File: src/rtl/byte_pair_assembler_pkg.sv
// Shared definitions for the byte-pair assembler: data widths and FSM encoding.
package byte_pair_assembler_pkg;

  localparam int BYTE_W = 8;
  localparam int WORD_W = 16;

  typedef enum logic [1:0] {
    WAIT_FIRST  = 2'd0,
    WAIT_SECOND = 2'd1,
    FULL        = 2'd2
  } state_t;

endpackage

File: src/rtl/byte_pair_assembler.sv
// Packs a stream of bytes into 16-bit words with ready/valid handshakes on both
// sides; a word in FULL may be drained and a new first byte taken in one cycle.
module byte_pair_assembler
  import byte_pair_assembler_pkg::*;
#(
  parameter int LOW_FIRST = 1
) (
  input  logic              clk,
  input  logic              resetN,
  input  logic              flush,
  input  logic [BYTE_W-1:0] byteIn,
  input  logic              byteValid,
  output logic              byteReady,
  output logic [WORD_W-1:0] wordOut,
  output logic              wordValid,
  input  logic              wordReady,
  output logic [7:0]        wordCount
);

  state_t            state_reg, state_next;
  logic [WORD_W-1:0] word_reg, word_next;
  logic [7:0]        count_reg, count_next;
  logic              byte_xfer;
  logic              word_xfer;

  // Writes one byte into the selected half, leaving the other half untouched.
  function automatic logic [WORD_W-1:0] place_byte(input logic [WORD_W-1:0] w,
                                                   input logic [BYTE_W-1:0] b,
                                                   input logic              to_low);
    logic [WORD_W-1:0] r;
    r = w;
    if (to_low) r[BYTE_W-1:0] = b;
    else        r[WORD_W-1:BYTE_W] = b;
    return r;
  endfunction

  localparam logic FIRST_LOW = (LOW_FIRST != 0);

  assign byteReady = (state_reg != FULL) || wordReady;
  assign wordValid = (state_reg == FULL);
  assign wordOut   = word_reg;
  assign wordCount = count_reg;

  assign byte_xfer = byteValid && byteReady;
  assign word_xfer = wordValid && wordReady;

  always_comb begin
    state_next = state_reg;
    word_next  = word_reg;
    count_next = count_reg;
    if (flush) begin
      // Flush wins over any handshake seen in the same cycle.
      state_next = WAIT_FIRST;
    end else begin
      case (state_reg)
        WAIT_FIRST: begin
          if (byte_xfer) begin
            word_next  = place_byte(word_reg, byteIn, FIRST_LOW);
            state_next = WAIT_SECOND;
          end
        end
        WAIT_SECOND: begin
          if (byte_xfer) begin
            word_next  = place_byte(word_reg, byteIn, !FIRST_LOW);
            state_next = FULL;
          end
        end
        FULL: begin
          if (word_xfer) begin
            count_next = count_reg + 8'd1;
            if (byte_xfer) begin
              word_next  = place_byte(word_reg, byteIn, FIRST_LOW);
              state_next = WAIT_SECOND;
            end else begin
              state_next = WAIT_FIRST;
            end
          end
        end
        default: state_next = WAIT_FIRST;
      endcase
    end
  end

  always_ff @(posedge clk or negedge resetN) begin
    if (!resetN) begin
      state_reg <= WAIT_FIRST;
      word_reg  <= '0;
      count_reg <= '0;
    end else begin
      state_reg <= state_next;
      word_reg  <= word_next;
      count_reg <= count_next;
    end
  end

endmodule

File: config.mk
export PLATFORM = sky130hd
export DESIGN_NAME = byte_pair_assembler
export DESIGN_NICKNAME = d
export VERILOG_FILES = /design/src/rtl/byte_pair_assembler_pkg.sv /design/src/rtl/byte_pair_assembler.sv
export SDC_FILE = /design/constraint.sdc
export NUM_CORES = 1
export LEC_CHECK = 0
export ABC_AREA = 1
export BUFFER_PORTS_ARGS = -buffer_cell sky130_fd_sc_hd__buf_2
export CAP_MARGIN = 10
export CORE_MARGIN = 4
export CORE_UTILIZATION = 53
export DETAILED_ROUTE_END_ITERATION = 8
export PLACE_DENSITY = 0.83
export SLEW_MARGIN = 20
export SYNTH_ARGS = -nofsm -noshare
export SYNTH_HDL_FRONTEND = slang
export SYNTH_SLANG_ARGS = --single-unit
File: constraint.sdc
create_clock -name clk -period 2.45 [get_ports clk]
set_clock_uncertainty 0.1 [all_clocks]
set_input_delay 0.49 -clock clk [delete_from_list [all_inputs] [get_ports clk]]
set_output_delay 0.49 -clock clk [all_outputs]
set_load 0.05 [all_outputs]
==> results.sh <==
export IMPL_max_slew_margin_rel=0.616
export IMPL_antenna_found_initial=0
export IMPL_synth_top_area_frac=0.533
export IMPL_overflow=0
export IMPL_num_rows=17
export IMPL_wl_met3_um=129
export IMPL_post_route_min_period_ns=1.94
export IMPL_p_leak_uw=0.000850
export IMPL_r2r_cells=6
export IMPL_dpl_cell_count=206
export IMPL_io_buffer_count=38
export IMPL_synth_avg_cell_area_um2=8.65
export IMPL_die_area_um2=3130
export IMPL_wl_met2_um=1410
export IMPL_cts_tree="built"
export IMPL_status="completed"
export IMPL_insertion_delay_ns=0.31
export IMPL_hold_path_class="in2async"
export IMPL_grt_setup_unrepaired="false"
export IMPL_top_layer="met4"
export IMPL_die_x_um=56.0
export IMPL_r2r_slack_ns=1.05
export IMPL_max_freq_mhz=516
export IMPL_vias=1000
export IMPL_fin_crit_sh=0.791
export IMPL_utilization=0.671
export IMPL_cp_cell_sequence="inv_1, nor2_4, nand2_2, buf_2"
export IMPL_worstPathMaxFanout=4
export IMPL_ioPinCount=39
export IMPL_slowest_delay_ns=0.43
export IMPL_ys_types=19
export IMPL_synth_seq_cells=26
export IMPL_tightest_slew_ns=0.576
export IMPL_syn_num_nets=155
export IMPL_grt_pass1_wl_um=4630
export IMPL_yosys_area_top_type="dfrtp_1"
export IMPL_grtUsageTotal=0.185
export IMPL_die_height_um=56.0
export IMPL_grt_pass1_vias=1033
export IMPL_first_iter_violations=34
export IMPL_layout_drive_gt1_share=0.286
export IMPL_cts_hold_buf=0
export IMPL_vias_per_cell=4.76
export IMPL_power_density_nw_per_um2=872
export IMPL_cts_root_buf="clkbuf_4"
export IMPL_vdd_ir_drop_worst_v=0.000671
export IMPL_clk_pin_slew_ns=0.14
export IMPL_grt_max_degree=27
export IMPL_cts_repair_resized=0
export IMPL_cts_setup_buffers=0
export IMPL_arrival_ns=1.35
export IMPL_cts_sinks=26
export IMPL_synth_xor_area_frac=0.0359
export IMPL_dpl_hpwl_um=2070
export IMPL_ant_nets=0
export IMPL_synth_yosys_seq_area_share=0.533
export IMPL_cts_buffers=3
export IMPL_synth_cells=141
export IMPL_n_antenna_cell=0
export IMPL_yosys_mux_area_fraction=0
export IMPL_drc=0
export IMPL_syn_area_um2=1220
export IMPL_tns_ns=0
export IMPL_nets=197
export IMPL_start_util=0.557
export IMPL_finalHoldViolCount=0
export IMPL_place_gp_congestion=0.801
export IMPL_hold_worst_slack_ns=0.0503
export IMPL_cts_max_level=1
export IMPL_largest_register_ffs=16
export IMPL_first_pass_iters=4
export IMPL_drt_total_wl_um=2600
export IMPL_worst_endpoint_required_ns=1.86
export IMPL_worst_r2r_endpoint="wordOut[2]"
export IMPL_ys_warn_count=0
export IMPL_stdcell_count=210
export IMPL_wire_per_inst_um=12.4
export IMPL_synth_compound_area_frac=0.0369
export IMPL_synth_top_family_by_area="simple AND/OR/NAND/NOR gates"
export IMPL_maxCapViolations=0
export IMPL_area_delta_synth_final_pct=20.5
export IMPL_core_area_um2=2190
export IMPL_placed_area_um2=1430
export IMPL_reg2reg_from="state_reg[1]"
export IMPL_wl_met1_um=1050
export IMPL_netlist_top_cells_area="dfrtp_1, nand2_1, inv_1, o21ai_0, nor2_1"
export IMPL_critPathCaptureType="output port"
export IMPL_drv_slew=0
export IMPL_cts_buffer_depth=2
export IMPL_path_class="reg2out"
export IMPL_design_area_um2=1470
export IMPL_crit_slowest_cell="dfrtp_1"
export IMPL_yosys_area_share_adder=0.0103
export IMPL_worstSetupStartpointType="flop"
export IMPL_setup_viol=0
export IMPL_synth_simple_area_share=0.316
-- final cells by class --
type / count / area [um^2]
sequential: 26 / 651
timing repair buffer: 38 / 190
tap: 28 / 35.0
fill: 180 / 721
multi-input combinational: 95 / 487
inverter: 19 / 71.3
clock buffer: 4 / 36.3
-- worst max-delay path: cells and delay by family (launching register included) --
family / cells / cell delay, ns
simple gates: 2 / 0.16
flops: 1 / 0.43
buf+inv: 2 / 0.44
-- cell families (layout without fill, tap and decap cells) --
group / after synthesis / in the layout
AOI/OAI and AO/OA: 9 / 9
xor gates and xnor gates: 5 / 5
adders and majority gates: 1 / 1
buffers and inverters: 20 / 61
DFF: 26 / 26
and+or+nand+nor: 80 / 80
-- synth_stat cells --
cell     count
ha_1         1
buf_6        1
o21ai_0      9
nor2_8       1
inv_1       18
nand2_2      1
nand4_2      1
dfrtp_1     26
xor2_1       3
nand2_1     54
nand4_1      1
inv_2        1
nand2_4      2
xnor2_1      2
nor2_1      12
nor2_4       2
nand4_4      1
nand3_1      4
nor2_2       1
-- layer usage --
layer	up-vias	GRT usage
met4	0	0.0407
li1	508	-
met1	469	0.222
met5	-	0
met3	2	0.0394
met2	21	0.336
-- where the power goes --
| part | switching, uW | internal, uW | leakage [uW] |
|---|---|---|---|
| Combinational | 400 | 107 | 0.000505 |
| Clock | 121 | 90.8 | 0.0000210 |
| Sequential | 55.8 | 506 | 0.000323 |
-- through the flow --
stage,setup slack [ns],total power (uW)
3_5_place_dp,0.823,1080
2_1_floorplan,0.801,946
4_1_cts,0.503,1290
3_3_place_gp,0.869,1060
6_report,0.511,1280
5_1_grt,0.425,1350
-- how the worst max path moves through the flow --
stage	startpoint	endpoint	slack, ns	cells after the start
floorplan	state_reg[0]	byteReady	0.80	2
global placement	wordReady	byteReady	0.87	4
detailed placement	wordReady	byteReady	0.82	4
CTS	state_reg[1]	byteReady	0.50	4
global route	state_reg[1]	byteReady	0.42	4
finish	state_reg[1]	byteReady	0.51	4
-- cell usage in the layout, fill, tap and decap left out --
| cell | synthesis | final |
|---|---|---|
| nand4_1 | 1 | 1 |
| xnor2_1 | 2 | 2 |
| nand2_1 | 54 | 54 |
| nor2_1 | 12 | 12 |
| nor2_2 | 1 | 1 |
| nor2_4 | 2 | 2 |
| nand4_2 | 1 | 1 |
| nor2_8 | 1 | 1 |
| clkbuf_8 | 0 | 1 |
| o21ai_0 | 9 | 9 |
| ha_1 | 1 | 1 |
| nand3_1 | 4 | 4 |
| inv_1 | 18 | 18 |
| buf_2 | 0 | 38 |
| clkbuf_4 | 0 | 3 |
| nand2_4 | 2 | 2 |
| xor2_1 | 3 | 3 |
| nand2_2 | 1 | 1 |
| inv_2 | 1 | 1 |
| dfrtp_1 | 26 | 26 |
| nand4_4 | 1 | 1 |
(Power assumes the default switching activity.)
